### config.mk
export PLATFORM = sky130hd
export DESIGN_NAME = alu_wb_flat
export DESIGN_NICKNAME = d
export VERILOG_FILES = /design/src/rtl/alu_pkg.sv /design/src/rtl/alu_wb_if.sv /design/src/rtl/alu_mul_iter.sv /design/src/rtl/alu_wb.sv /design/src/flat_wrapper.sv
export SDC_FILE = /design/constraint.sdc
export NUM_CORES = 1
export LEC_CHECK = 0
export BUFFER_PORTS_ARGS = -buffer_cell sky130_fd_sc_hd__buf_2
export CAP_MARGIN = 20
export CORE_UTILIZATION = 40
export DETAILED_ROUTE_END_ITERATION = 8
export GPL_TIMING_DRIVEN = 0
export SKIP_LAST_GASP = 1
export SLEW_MARGIN = 15
export SYNTH_ARGS = -nofsm -noshare
export SYNTH_HDL_FRONTEND = slang
export SYNTH_SLANG_ARGS = --single-unit
### constraint.sdc
create_clock -name clk -period 4.9 [get_ports clk]
set_clock_uncertainty 0.2 [all_clocks]
set_input_delay 0.98 -clock clk [delete_from_list [all_inputs] [get_ports clk]]
set_output_delay 0.98 -clock clk [all_outputs]
set_load 0.02 [all_outputs]
### src/rtl/alu_pkg.sv
// alu_pkg: shared types and helpers for the alu_wb writeback ALU.
//   op_t     - 3-bit opcode encoding driven by the issuing controller.
//   state_t  - alu_wb control FSM states.
//   sat_bw() - signed saturation bound for a bw-bit result. The caller
//              size-casts the value down to its own width.
package alu_pkg;

    typedef enum logic [2:0] {
        OP_ADD   = 3'd0,
        OP_SUB   = 3'd1,
        OP_AND   = 3'd2,
        OP_OR    = 3'd3,
        OP_XOR   = 3'd4,
        OP_MUL   = 3'd5,
        OP_PASSA = 3'd6,
        OP_SRA   = 3'd7
    } op_t;

    typedef enum logic [1:0] {
        IDLE = 2'd0,
        EXEC = 2'd1,
        WB   = 2'd2
    } state_t;

    localparam int SAT_MAX_W = 64;

    // neg=1 -> -2^(bw-1), neg=0 -> 2^(bw-1)-1.
    // Only the low bw bits of the return value are meaningful.
    function automatic logic [SAT_MAX_W-1:0] sat_bw(input logic neg, input int unsigned bw);
        if (neg) sat_bw = {SAT_MAX_W{1'b1}} << (bw - 1);
        else     sat_bw = (SAT_MAX_W'(1) << (bw - 1)) - SAT_MAX_W'(1);
    endfunction

endpackage

### src/rtl/alu_wb_if.sv
// alu_wb_if: issue and writeback bus between the controller, alu_wb and the RF.
//   op_valid/op_ready           - issue handshake
//   opcode, dst_addr            - operation and writeback register
//   operand_a/operand_b         - signed operands from the RF read ports
//   wb_data/wb_addr/wb_en_n     - RF write port (wb_en_n is active low)
//   ovf                         - overflow flag of the last written-back op
// master = controller side, slave = alu_wb.
interface alu_wb_if import alu_pkg::*; #(
    parameter int BW    = 8,
    parameter int DEPTH = 256
);
    localparam int AW = $clog2(DEPTH);

    logic                 op_valid;
    logic                 op_ready;
    op_t                  opcode;
    logic [AW-1:0]        dst_addr;
    logic signed [BW-1:0] operand_a;
    logic signed [BW-1:0] operand_b;
    logic signed [BW-1:0] wb_data;
    logic [AW-1:0]        wb_addr;
    logic                 wb_en_n;
    logic                 ovf;

    modport master (
        output op_valid, opcode, dst_addr, operand_a, operand_b,
        input  op_ready, wb_data, wb_addr, wb_en_n, ovf
    );

    modport slave (
        input  op_valid, opcode, dst_addr, operand_a, operand_b,
        output op_ready, wb_data, wb_addr, wb_en_n, ovf
    );

endinterface

### src/rtl/alu_mul_iter.sv
// alu_mul_iter: iterative signed multiplier. It uses BW shift-add steps over
// the operand magnitudes and then applies the sign.
//   clk, rst  - clock, synchronous active-high reset
//   start     - load a/b. The first step runs on the next edge.
//   busy      - iterations in progress
//   done      - high during the cycle whose closing edge does the last step
//   product   - 2*BW-bit signed product. It is valid while done is high and
//               already includes that final step, so the caller can register
//               it on the same edge.
module alu_mul_iter #(
    parameter int BW = 8
) (
    input  logic                   clk,
    input  logic                   rst,
    input  logic                   start,
    input  logic signed [BW-1:0]   a,
    input  logic signed [BW-1:0]   b,
    output logic                   busy,
    output logic                   done,
    output logic signed [2*BW-1:0] product
);
    localparam int CW = (BW > 1) ? $clog2(BW) : 1;

    logic [2*BW-1:0] acc_q, acc_d, mcand_q, mcand_d, acc_step;
    logic [BW-1:0]   mplier_q, mplier_d;
    logic [CW-1:0]   cnt_q, cnt_d;
    logic            neg_q, neg_d, busy_q, busy_d;

    // Magnitude fits in BW unsigned bits. This includes -2^(BW-1).
    function automatic logic [BW-1:0] mag(input logic [BW-1:0] v);
        return v[BW-1] ? (~v + 1'b1) : v;
    endfunction

    assign acc_step = acc_q + (mplier_q[0] ? mcand_q : '0);
    assign done     = busy_q && (cnt_q == CW'(BW - 1));
    assign busy     = busy_q;
    assign product  = $signed(neg_q ? (~acc_step + 1'b1) : acc_step);

    always_comb begin
        acc_d    = acc_q;
        mcand_d  = mcand_q;
        mplier_d = mplier_q;
        cnt_d    = cnt_q;
        neg_d    = neg_q;
        busy_d   = busy_q;
        if (start) begin
            acc_d    = '0;
            mcand_d  = {{BW{1'b0}}, mag(a)};
            mplier_d = mag(b);
            cnt_d    = '0;
            neg_d    = a[BW-1] ^ b[BW-1];
            busy_d   = 1'b1;
        end else if (busy_q) begin
            // Always BW steps, even when the multiplier runs out of ones early.
            acc_d    = acc_step;
            mcand_d  = mcand_q << 1;
            mplier_d = mplier_q >> 1;
            cnt_d    = cnt_q + 1'b1;
            if (done) busy_d = 1'b0;
        end
    end

    always_ff @(posedge clk) begin
        if (rst) begin
            acc_q    <= '0;
            mcand_q  <= '0;
            mplier_q <= '0;
            cnt_q    <= '0;
            neg_q    <= 1'b0;
            busy_q   <= 1'b0;
        end else begin
            acc_q    <= acc_d;
            mcand_q  <= mcand_d;
            mplier_q <= mplier_d;
            cnt_q    <= cnt_d;
            neg_q    <= neg_d;
            busy_q   <= busy_d;
        end
    end

endmodule

### src/rtl/alu_wb.sv
// alu_wb: multi-cycle signed ALU that writes its result back through the RF
// write port.
//   clk, rst - clock, synchronous active-high reset
//   bus      - alu_wb_if.slave. It carries the op_valid/op_ready issue
//              handshake, the opcode, dst_addr and operands, and the
//              wb_data/wb_addr/wb_en_n/ovf writeback.
// Non-MUL ops are computed and registered on the accept edge, then spend one
// cycle in WB. MUL spends BW cycles in EXEC before WB.
// Define ALU_WB_SAT_EN to saturate overflowing results instead of wrapping.
module alu_wb import alu_pkg::*; #(
    parameter int BW    = 8,
    parameter int DEPTH = 256
) (
    input  logic   clk,
    input  logic   rst,
    alu_wb_if.slave bus
);
    localparam int AW = $clog2(DEPTH);
    localparam int SW = (BW > 1) ? $clog2(BW) : 1;

    state_t                state_q, state_d;
    logic [BW-1:0]         wb_data_q, wb_data_d;
    logic [AW-1:0]         wb_addr_q, wb_addr_d, dst_q, dst_d;
    logic                  ovf_q, ovf_d;

    logic                  accept, mul_start, mul_busy, mul_done;
    logic signed [2*BW-1:0] mul_prod;
    logic [BW:0]           sum_ext;
    logic [BW-1:0]         alu_res, mul_res;
    logic                  alu_ovf, mul_ovf;

    assign accept    = bus.op_valid && (state_q == IDLE);
    assign mul_start = accept && (bus.opcode == OP_MUL);

    alu_mul_iter #(.BW(BW)) u_mul (
        .clk     (clk),
        .rst     (rst),
        .start   (mul_start),
        .a       (bus.operand_a),
        .b       (bus.operand_b),
        .busy    (mul_busy),
        .done    (mul_done),
        .product (mul_prod)
    );

    // Single-cycle datapath. ADD/SUB use one extra bit, so the top bit is
    // the sign of the true result.
    always_comb begin
        sum_ext = '0;
        alu_res = '0;
        alu_ovf = 1'b0;
        case (bus.opcode)
            OP_ADD: begin
                sum_ext = {bus.operand_a[BW-1], bus.operand_a} + {bus.operand_b[BW-1], bus.operand_b};
                alu_res = sum_ext[BW-1:0];
                alu_ovf = sum_ext[BW] ^ sum_ext[BW-1];
            end
            OP_SUB: begin
                sum_ext = {bus.operand_a[BW-1], bus.operand_a} - {bus.operand_b[BW-1], bus.operand_b};
                alu_res = sum_ext[BW-1:0];
                alu_ovf = sum_ext[BW] ^ sum_ext[BW-1];
            end
            OP_AND:   alu_res = bus.operand_a & bus.operand_b;
            OP_OR:    alu_res = bus.operand_a | bus.operand_b;
            OP_XOR:   alu_res = bus.operand_a ^ bus.operand_b;
            OP_PASSA: alu_res = bus.operand_a;
            OP_SRA:   alu_res = $unsigned(bus.operand_a >>> bus.operand_b[SW-1:0]);
            default:  alu_res = '0;
        endcase
`ifdef ALU_WB_SAT_EN
        if (alu_ovf) alu_res = BW'(sat_bw(sum_ext[BW], BW));
`endif
    end

    // The product fits in BW signed bits only when its upper BW+1 bits all
    // match the sign bit.
    always_comb begin
        mul_ovf = (mul_prod[2*BW-1:BW-1] != '0) && (mul_prod[2*BW-1:BW-1] != '1);
        mul_res = mul_prod[BW-1:0];
`ifdef ALU_WB_SAT_EN
        if (mul_ovf) mul_res = BW'(sat_bw(mul_prod[2*BW-1], BW));
`endif
    end

    // wb_data/wb_addr/ovf change only when entering WB. They hold between writes.
    always_comb begin
        state_d   = state_q;
        wb_data_d = wb_data_q;
        wb_addr_d = wb_addr_q;
        ovf_d     = ovf_q;
        dst_d     = dst_q;
        case (state_q)
            IDLE: begin
                if (accept) begin
                    dst_d = bus.dst_addr;
                    if (bus.opcode == OP_MUL) begin
                        state_d = EXEC;
                    end else begin
                        state_d   = WB;
                        wb_data_d = alu_res;
                        wb_addr_d = bus.dst_addr;
                        ovf_d     = alu_ovf;
                    end
                end
            end
            EXEC: begin
                if (mul_done) begin
                    state_d   = WB;
                    wb_data_d = mul_res;
                    wb_addr_d = dst_q;
                    ovf_d     = mul_ovf;
                end else if (!mul_busy) begin
                    // Multiplier idle without finishing: recover rather than hang.
                    state_d = IDLE;
                end
            end
            WB:      state_d = IDLE;
            default: state_d = IDLE;
        endcase
    end

    always_ff @(posedge clk) begin
        if (rst) begin
            state_q   <= IDLE;
            wb_data_q <= '0;
            wb_addr_q <= '0;
            ovf_q     <= 1'b0;
            dst_q     <= '0;
        end else begin
            state_q   <= state_d;
            wb_data_q <= wb_data_d;
            wb_addr_q <= wb_addr_d;
            ovf_q     <= ovf_d;
            dst_q     <= dst_d;
        end
    end

    assign bus.op_ready = (state_q == IDLE);
    assign bus.wb_en_n  = (state_q != WB);
    assign bus.wb_data  = wb_data_q;
    assign bus.wb_addr  = wb_addr_q;
    assign bus.ovf      = ovf_q;

endmodule
### src/flat_wrapper.sv
// flat-port wrapper written by rule: the top's interface ports become plain ports
module alu_wb_flat import alu_pkg::*;
#(
    parameter int BW    = 8,
    parameter int DEPTH = 256
)
  (clk, rst, bus_op_valid, bus_opcode, bus_dst_addr, bus_operand_a, bus_operand_b, bus_op_ready, bus_wb_data, bus_wb_addr, bus_wb_en_n, bus_ovf);
  alu_wb_if #(.BW(BW), .DEPTH(DEPTH)) bus_i ();
  input  logic clk;
  input  logic rst;
  input wire logic [$bits(bus_i.op_valid)-1:0] bus_op_valid;
  input wire logic [$bits(bus_i.opcode)-1:0] bus_opcode;
  input wire logic [$bits(bus_i.dst_addr)-1:0] bus_dst_addr;
  input wire logic [$bits(bus_i.operand_a)-1:0] bus_operand_a;
  input wire logic [$bits(bus_i.operand_b)-1:0] bus_operand_b;
  output wire logic [$bits(bus_i.op_ready)-1:0] bus_op_ready;
  output wire logic [$bits(bus_i.wb_data)-1:0] bus_wb_data;
  output wire logic [$bits(bus_i.wb_addr)-1:0] bus_wb_addr;
  output wire logic [$bits(bus_i.wb_en_n)-1:0] bus_wb_en_n;
  output wire logic [$bits(bus_i.ovf)-1:0] bus_ovf;
  assign bus_i.op_valid = bus_op_valid;
  assign bus_i.opcode = bus_opcode;
  assign bus_i.dst_addr = bus_dst_addr;
  assign bus_i.operand_a = bus_operand_a;
  assign bus_i.operand_b = bus_operand_b;
  assign bus_op_ready = bus_i.op_ready;
  assign bus_wb_data = bus_i.wb_data;
  assign bus_wb_addr = bus_i.wb_addr;
  assign bus_wb_en_n = bus_i.wb_en_n;
  assign bus_ovf = bus_i.ovf;
  alu_wb #(.BW(BW), .DEPTH(DEPTH)) u_core (.clk(clk), .rst(rst), .bus(bus_i));
endmodule
==> flow_metrics.tcl, run 1 <==
set metrics [dict create \
    coreArea_mm2 0.0140 \
    synthArstFlopShare_pct 0 \
    yosys_most_used_dff "dfxtp_1" \
    synth_cell_type_count 78 \
    synthCells 740 \
    powerDensity_mw_per_mm2 247 \
    p_leak_uw 0.00256 \
    initial_core_util_pct 41.4 \
    antenna_found_initial 0 \
    insertion_delay_ns 0.35 \
    root_buffer "clkbuf_16" \
    fin_crit_sh_pct 82.8 \
    wl_um 16800 \
    dp_hpwl_um 13000 \
    grt_pass1_vias 5304 \
    wl_per_cell_um 17.1 \
    fmax_mhz 247 \
    final-setup-viol-count 0 \
    synth_area_mm2 0.00582 \
    place_congestion 0.891 \
    vdd_drop_max_mv 0.157 \
    ys_seq_area_share_pct 24.8 \
    cts.repair.resized 0 \
    syn_nets 817 \
    max-cap-violations 0 \
    critPathMaxFanout 9 \
    dr_total_vias 5511 \
    synth-edff-count 0 \
    status "complete, no violations" \
    min_path_type "reg2reg" \
    die_h_um 123 \
    drtIter0Drc 395 \
    drc 0 \
    grt_first_pass_wirelength_um 26600 \
    avgSynthCellArea_um2 7.86 \
    setup.worst_path.class "in2reg" \
    finalHoldViolCount 0 \
    clk_pin_slew_ns 0.06 \
    grt_setup_unrepaired "false" \
    max-slew-margin-rel_pct 52.2 \
    htreeDepth 3 \
    rows 43 \
    clk_path_buf_depth 2 \
    cts_sinks 72 \
    fin_tns_setup_ns 0 \
    area_growth_pct 12.9 \
    arrival_ns 4.12 \
    die_width_um 123 \
    cts_buffers 9 \
    grt_max_degree 13 \
    grt_overflow 0 \
    layout-drive-gt1-share_pct 12.6 \
    crit_required_ns 4.96 \
    final_common_cell "nor2_1" \
    ios 49 \
    port-buffer-count 45 \
    viasPerCell 5.62 \
    endpoint_kind "flop" \
    antenna_cells 0 \
    gr-usage-all-layers_pct 23.2 \
    drv_slew 0 \
    final_antenna_net_count 0 \
    fill_cells 1413 \
    ys_seq_elements 72 \
    report.power.total_uw 1620 \
    worst_pin_slew_ns 0.718 \
    place_ws_ns 0.534 \
    postCtsHoldBufs 0 \
    cts_setup_buffers 0 \
    fin_ws_ns 0.845 \
    ys_warn_count 0 \
    cts_tree "yes" \
    post-route-min-period_ns 4.06 \
    holdWs_ns 0.256 \
    mostFrequentLayoutCells "nor2_1, nand2_1, dfxtp_1, a21oi_1, buf_2" \
    layout.nets 873 \
    first_pass_iters 7 \
    die-area_mm2 0.0150 \
    crit_path_start_kind "input port" \
]
## registers in the layout (all words and copies together) (netlist names), 2 cells and up
register	flops
u_core.u_mul.acc_q	16
u_core.u_mul.mcand_q	16
u_core.bus.wb_addr	8
u_core.bus.wb_data	8
u_core.dst_q	8
u_core.u_mul.mplier_q	8
u_core.u_mul.cnt_q	3
u_core.state_q	2
## final cells by class
class	count	area, µm²	area share [%]
multi-input combinational	589	4080	62.0
sequential	72	1440	21.9
clock buffer	11	243	3.70
timing repair buffer	45	225	3.43
tap	180	225	3.43
buffer	44	170	2.59
inverter	35	131	2.00
clock inverter	5	56.3	0.857
## metrics by stage
stage / area, µm² / cells / util, %
finish: 6570 / 981 / 46.8
global route: 6570 / 981 / 46.8
CTS: 6570 / 981 / 46.8
detailed placement: 6270 / 965 / 44.6
global placement: 6270 / 965 / 44.6
floorplan: 5820 / 740 / -
## per-layer routing
metal | vias up | share of wire (%) | GRT usage, %
li1 | 2724 | - | -
met1 | 2598 | 47 | 31.1
met2 | 157 | 45 | 36.9
met3 | 32 | 5.3 | 3.72
met4 | 0 | 2.5 | 9.38
met5 | - | 0 | 0
## logic make-up (layout without fill, tap and decap cells)
| kind of cell | after synthesis | after routing | synth area share, % |
|---|---|---|---|
| AO/OA/AOI/OAI | 187 | 187 | 22.6 |
| flip-flops | 72 | 72 | 24.8 |
| buffers and inverters | 79 | 140 | 5.18 |
| multiplexers | 45 | 45 | 8.62 |
| XOR/XNOR | 39 | 39 | 6.71 |
| adder cells (fa/ha/maj) | 47 | 47 | 10.5 |
| AND/OR/NAND/NOR | 271 | 271 | 21.7 |
## critical path, stage by stage
cell and delay, ns:
buf_2 0.13, clkbuf_1 0.33, inv_1 0.28, fa_1 0.50, nor2b_1 0.14, o21ai_0 0.27
a21oi_1 0.12, o21bai_1 0.21, a221oi_1 0.13, xor2_1 0.16, a31oi_1 0.16, o21ai_0 0.19
a211o_1 0.36, a311oi_2 0.17
## Yosys cell counts (all sizes together) (17+ instances only)
cell | count | area [µm²]
a211oi | 22 | 178
a21oi | 57 | 293
and2 | 17 | 108
clkbuf | 39 | 146
dfxtp | 72 | 1440
ha | 44 | 551
inv | 34 | 128
mux2i | 40 | 400
nand2 | 79 | 302
nor2 | 98 | 370
nor3 | 18 | 111
o21ai | 35 | 183
xnor2 | 29 | 295
## worst paths after layout
path                                 start              end  slack [ns]  cells past startpoint
setup / recovery          bus_operand_b[1]   u_core.bus.ovf        0.84                     14
hold / removal             u_core.dst_q[3]  u_core.dst_q[3]        0.26                      2
setup reg to reg  u_core.u_mul.mplier_q[0]   u_core.bus.ovf        0.91                     13
hold reg to reg            u_core.dst_q[3]  u_core.dst_q[3]        0.26                      2
## power by group
group,leakage [µW],total (µW),internal [µW],switching [µW]
Sequential,0.000586,624,610,14.5
Clock,0.000145,666,407,259
Combinational,0.00183,330,121,208
Total,0.00256,1620,1140,482
(Power assumes the default switching activity.)
==> run 2: changes to the inputs <==
==> constraint.sdc (replaced) <==
create_clock -name clk -period 3.75 [get_ports clk]
set_clock_uncertainty 0.2 [all_clocks]
set_input_delay 0.75 -clock clk [delete_from_list [all_inputs] [get_ports clk]]
set_output_delay 0.75 -clock clk [all_outputs]
set_load 0.02 [all_outputs]
==> run 2 against run 1 <==
Compared with the run above: routed wire length rose by 0.43%; sequential share of layout area fell by 0.31 points; first-iteration DRC count fell by 2.8%; hold slack barely moved; cell count rose by 0.41%; via count rose by 1.1%; critical path depth fell by 1; register-to-register slack got worse by 0.73 ns; count of clock-buffer cells in the layout did not move.
==> flow_metrics.tcl, run 2 (synthesis results as in run 1) <==
set metrics [dict create \
    status "complete, no violations" \
    clk_path_buf_depth 2 \
    port-buffer-count 45 \
    fill_cells 1411 \
    drv_slew 0 \
    final_antenna_net_count 0 \
    vdd_drop_max_mv 0.203 \
    finalHoldViolCount 0 \
    die_width_um 123 \
    crit_path_top_delay_cell "ha_1" \
    p_clk_share_pct 41.0 \
    critPathMaxStageDelay_ns 0.42 \
    setup.worst_path.class "reg2reg" \
    die-area_mm2 0.0150 \
    cts_buffers 9 \
    use_met1_pct 31.0 \
    report.power.total_uw 2120 \
    fin_tns_setup_ns 0 \
    cts_tree "yes" \
    final-setup-viol-count 0 \
    antenna_cells 0 \
    cts_sinks 72 \
    ios 49 \
    viasPerCell 5.65 \
    top_regs "u_core.u_mul.acc_q x16, u_core.u_mul.mcand_q x16" \
    gr-usage-all-layers_pct 23.3 \
    grt_overflow 0 \
    p_leak_uw 0.00261 \
    gr-usage-met3_pct 3.72 \
    arrival_ns 3.63 \
    crit_path_start "u_core.u_mul.mplier_q[0]" \
    hold_depth 2 \
    post-route-min-period_ns 3.57 \
    wl_um 16900 \
    seqPwrFrac_pct 38.4 \
    regToRegStartpoint "u_core.u_mul.mplier_q[0]" \
    r2r_cells 13 \
    grt_pass1_vias 5324 \
    busiest_layer "met2" \
    drtIter0Drc 384 \
    hp-start "u_core.dst_q[3]" \
    layout-drive-gt1-share_pct 14.4 \
    powerDensity_mw_per_mm2 318 \
    switching_power_uw 632 \
    crit_required_ns 3.81 \
    clk_pin_slew_ns 0.06 \
    multi_input_area_mm2 0.00413 \
    regArea_mm2 0.00144 \
    dp_hpwl_um 13000 \
    place_congestion 0.891 \
    p_sw_share_pct 29.8 \
    fin_crit_sh_pct 95.1 \
    path_cells "clkbuf_2, and2_1, ha_1, a21oi_1, o21a_1, o221a_4, xnor2_4, or2_4, nor3_1, a31oi_1, xor2_1, and4b_1, a311oi_2" \
    rows 43 \
    layout.nets 877 \
    pwr-share-comb_pct 20.5 \
    dr_total_vias 5570 \
    mostFrequentLayoutCells "nor2_1, nand2_1, dfxtp_1, a21oi_1, buf_2" \
    antenna_found_initial 0 \
    crit_path_start_kind "flop" \
    holdWs_ns 0.256 \
    min_path_type "reg2reg" \
    first_pass_iters 5 \
    insertion_delay_ns 0.35 \
    initial_core_util_pct 41.4 \
    drc 0 \
    max-cap-violations 0 \
    grt_max_degree 13 \
    power.internal_uw 1490 \
    htreeDepth 3 \
    max-slew-margin-rel_pct 52.4 \
    use_met2_pct 37.3 \
    area_growth_pct 14.6 \
    wl_per_cell_um 17.1 \
    grt_first_pass_wirelength_um 26700 \
    final_common_cell "nor2_1" \
    fmax_mhz 280 \
    die_h_um 123 \
    endpoint_kind "flop" \
    critPathMaxFanout 10 \
    coreArea_mm2 0.0140 \
    worst_pin_slew_ns 0.714 \
    root_buffer "clkbuf_16" \
]
==> run 2: final timing paths <==
path                                   endpoint  slack, ns
worst min-delay path            u_core.dst_q[3]       0.26
worst min register to register  u_core.dst_q[3]       0.26
worst max register to register   u_core.bus.ovf       0.18
worst max-delay path             u_core.bus.ovf       0.18
==> run 2: metrics by stage <==
| stage | cell area [µm²] | std cells | util, % | setup slack, ns |
|---|---|---|---|---|
| finish | 6670 | 985 | 47.5 | 0.184 |
| CTS | 6590 | 981 | 46.9 | 0.00961 |
| floorplan | 5820 | 740 | - | 0.312 |
| detailed placement | 6270 | 965 | 44.6 | -0.386 |
| global route | 6670 | 985 | 47.5 | -0.0189 |
| global placement | 6270 | 965 | 44.6 | -0.397 |
==> run 2: final cells by class <==
cell class,instances,share of cell area [%]
clock inverter,5,0.844
multi-input combinational,589,62.0
sequential,72,21.6
inverter,35,2.03
clock buffer,11,3.64
timing repair buffer,51,4.05
tap,180,3.38
buffer,42,2.46
==> run 2: critical path: cells and delay by family (launching register included) <==
family,cells,cell delay [ns]
buffers and inverters,1,0.18
adder cells (fa/ha/maj),1,0.42
XOR/XNOR,2,0.43
flip-flops,1,0.37
AND/OR/NAND/NOR,4,0.89
AO/OA/AOI/OAI,5,1.00
==> run 2: per-layer routing <==
metal	wire length [µm]	part of all wire, %	up-vias
met5	0	0	-
met4	435	2.6	0
met3	739	4.4	35
met2	7680	46	168
met1	7990	47	2629
li1	-	-	2738
==> run 2: what timing repair did <==
| item | CTS | global route |
|---|---|---|
| buffers inserted | 1 | 5 |
| hold buffers | 0 | 0 |
| pin swaps | 1 | 3 |
| resized for setup | 4 | 10 |
| setup endpoints to repair | 1 | 4 |
==> run 2: power by group through the flow <==
stage	clock (µW)	sequential [µW]	combinational (µW)
finish	870	815	436
global route	917	819	479
CTS	887	815	427
detailed placement	0	831	424
global placement	0	830	418
floorplan	0	848	272
==> run 3: changes to the inputs <==
--- a/config.mk
+++ b/config.mk
@@ -7,9 +7,12 @@
 export LEC_CHECK = 0
 export BUFFER_PORTS_ARGS = -buffer_cell sky130_fd_sc_hd__buf_2
 export CAP_MARGIN = 20
-export CORE_UTILIZATION = 40
+export CELL_PAD_IN_SITES_DETAIL_PLACEMENT = 1
+export CELL_PAD_IN_SITES_GLOBAL_PLACEMENT = 2
+export CORE_UTILIZATION = 36
 export DETAILED_ROUTE_END_ITERATION = 8
 export GPL_TIMING_DRIVEN = 0
+export PLACE_DENSITY_LB_ADDON = 0.1
 export SKIP_LAST_GASP = 1
 export SLEW_MARGIN = 15
 export SYNTH_ARGS = -nofsm -noshare
==> run 3 against run 2 <==
Compared with the run above: non-clock buffer count increased by 6; flip-flop and latch count stayed put; sequential power about the same; via count fell by 1.1%; fmax fell by 1.8%; clock power grew 6.6%; critical path depth is the same; combinational power barely moved; register-to-register slack worse by 0.07 ns; largest cell class unchanged; die area rose by 11%; highest routed layer unchanged; count of clock-buffer cells in the layout decreased by 1; first-iteration DRC count fell by 42%; largest power group unchanged.
==> flow_metrics.tcl, run 3 (synthesis results as in run 1) <==
set metrics [dict create \
    die_h_um 129 \
    grt_max_degree 15 \
    viasPerCell 5.36 \
    grt_overflow 0 \
    ios 49 \
    grt_pass1_vias 5454 \
    drv_slew 0 \
    max-slew-margin-rel_pct 44.2 \
    crit_family "simple AND/OR/NAND/NOR gates" \
    vdd_drop_max_mv 0.207 \
    path_cells "buf_4, and2_1, ha_1, nand4_1, or2_1, o221a_4, xnor2_4, or2_4, nor3_1, a31oi_1, xor2_1, and4b_1, a311oi_2" \
    die-area_mm2 0.0167 \
    layout.nets 883 \
    gr-usage-all-layers_pct 23.6 \
    insertion_delay_ns 0.35 \
    max-cap-violations 0 \
    worst_pin_slew_ns 0.837 \
    critPathMaxFanout 10 \
    regToRegStartpoint "u_core.u_mul.mplier_q[0]" \
    top_regs "u_core.u_mul.acc_q x16, u_core.u_mul.mcand_q x16" \
    initial_core_util_pct 36.8 \
    final_common_cell "nor2_1" \
    arrival_ns 3.70 \
    final_antenna_net_count 0 \
    r2r_cells 13 \
    drtIter0Drc 221 \
    postCtsHoldBufs 0 \
    first_pass_iters 5 \
    fill_cells 1951 \
    crit_path_top_delay_cell "ha_1" \
    post-route-min-period_ns 3.63 \
    port-buffer-count 45 \
    clk_pin_slew_ns 0.07 \
    mostFrequentLayoutCells "nor2_1, nand2_1, dfxtp_1, a21oi_1, buf_2" \
    hold_path_end "u_core.dst_q[7]" \
    cts_buffers 9 \
    layout-drive-gt1-share_pct 15.9 \
    powerDensity_mw_per_mm2 319 \
    fin_tns_setup_ns 0 \
    final_util_pct 43.2 \
    rows 46 \
    path_buf_inv 1 \
    dr_total_vias 5506 \
    crit_path_start_kind "flop" \
    hold_depth 2 \
    grt_first_pass_wirelength_um 30000 \
    htreeDepth 3 \
    hp-start "u_core.dst_q[7]" \
    wl_um 19200 \
    antenna_cells 0 \
    coreArea_mm2 0.0158 \
    place_congestion 0.828 \
    fin_crit_sh_pct 96.9 \
    die_width_um 129 \
    p_leak_uw 0.00265 \
    final-setup-viol-count 0 \
    antenna_found_initial 0 \
    holdWs_ns 0.260 \
    wl_per_cell_um 18.7 \
    endpoint_kind "flop" \
    timing.rr.end "u_core.bus.ovf" \
    finalHoldViolCount 0 \
    root_buffer "clkbuf_16" \
    reg2reg_slack_ns 0.12 \
    status "complete, no violations" \
    dp_hpwl_um 14800 \
    multi_input_area_mm2 0.00419 \
    critPathMaxStageDelay_ns 0.43 \
    min_path_type "reg2reg" \
    setup.worst_path.class "reg2reg" \
    drc 0 \
    cts_sinks 72 \
    area_growth_pct 17.4 \
    cts_tree "yes" \
    regArea_mm2 0.00145 \
    fmax_mhz 275 \
    crit_required_ns 3.81 \
    clk_path_buf_depth 2 \
]
[run 3: cell types whose count changed in the layout (fill, tap and decap cells not counted), moves of 2 or more]
cell / before / now
buf_4: 7 / 14
clkinvlp_4: 2 / 0
inv_6: 0 / 3
a21oi_1: 54 / 52
a21oi_2: 2 / 5
ha_2: 1 / 3
ha_1: 43 / 40
[run 3: cell type report]
type | count | share of cell area [%]
well taps | 216 | 3.96
repair buffers | 57 | 4.62
clock buffers | 10 | 3.50
multi-input cells | 589 | 61.3
plain buffers | 42 | 2.47
inverters | 35 | 1.94
clock inverters | 6 | 1.06
flip-flops and latches | 72 | 21.2
[run 3: worst max-delay path by stage]
stage | end | slack, ns | depth (start not counted) | startpoint
after floorplan | u_core.bus.ovf | 0.31 | 13 | bus_operand_b[1]
after global placement | u_core.bus.ovf | -0.50 | 14 | bus_operand_b[1]
after detailed placement | u_core.bus.ovf | -0.56 | 14 | bus_operand_b[1]
after CTS | u_core.bus.ovf | 0.02 | 13 | u_core.u_mul.mplier_q[0]
after global routing | u_core.bus.ovf | -0.04 | 13 | u_core.u_mul.mplier_q[0]
final | u_core.bus.ovf | 0.12 | 13 | u_core.u_mul.mplier_q[0]
[run 3: metal layers]
layer,track usage [%],up-vias,share of wire [%]
met5,0,-,0
met4,6.85,0,1.3
met3,3.06,16,3.0
met2,37.5,86,46
met1,33.1,2654,49
li1,-,2750,-
[run 3: worst min-delay path, delay by kind of cell, from the launching register on]
kind | cells | cell delay, ns
simple gates | 1 | 0.05
compound gates | 1 | 0.05
flops | 1 | 0.31
[run 3: through the flow]
step / area (µm²) / total power [µW] / setup WS [ns] / std cells
6_report: 6830 / 2180 / 0.117 / 1027
5_1_grt: 6830 / 2280 / -0.0423 / 1027
2_1_floorplan: 5820 / 1120 / 0.312 / 740
3_5_place_dp: 6310 / 1270 / -0.561 / 1001
4_1_cts: 6650 / 2200 / 0.0210 / 1017
3_3_place_gp: 6310 / 1260 / -0.495 / 1001
[run 3: repair_timing]
action | 4_1_cts | 5_1_grt
resized for setup | 5 | 23
setup endpoints to repair | 2 | 1
buffers inserted | 1 | 11
pin swaps | 1 | 11
[run 3: report_power, final]
| part | internal (µW) | total (µW) | switching (µW) |
|---|---|---|---|
| combinational | 162 | 439 | 277 |
| sequential | 796 | 815 | 19.2 |
| clock | 545 | 927 | 382 |
| total | 1500 | 2180 | 679 |
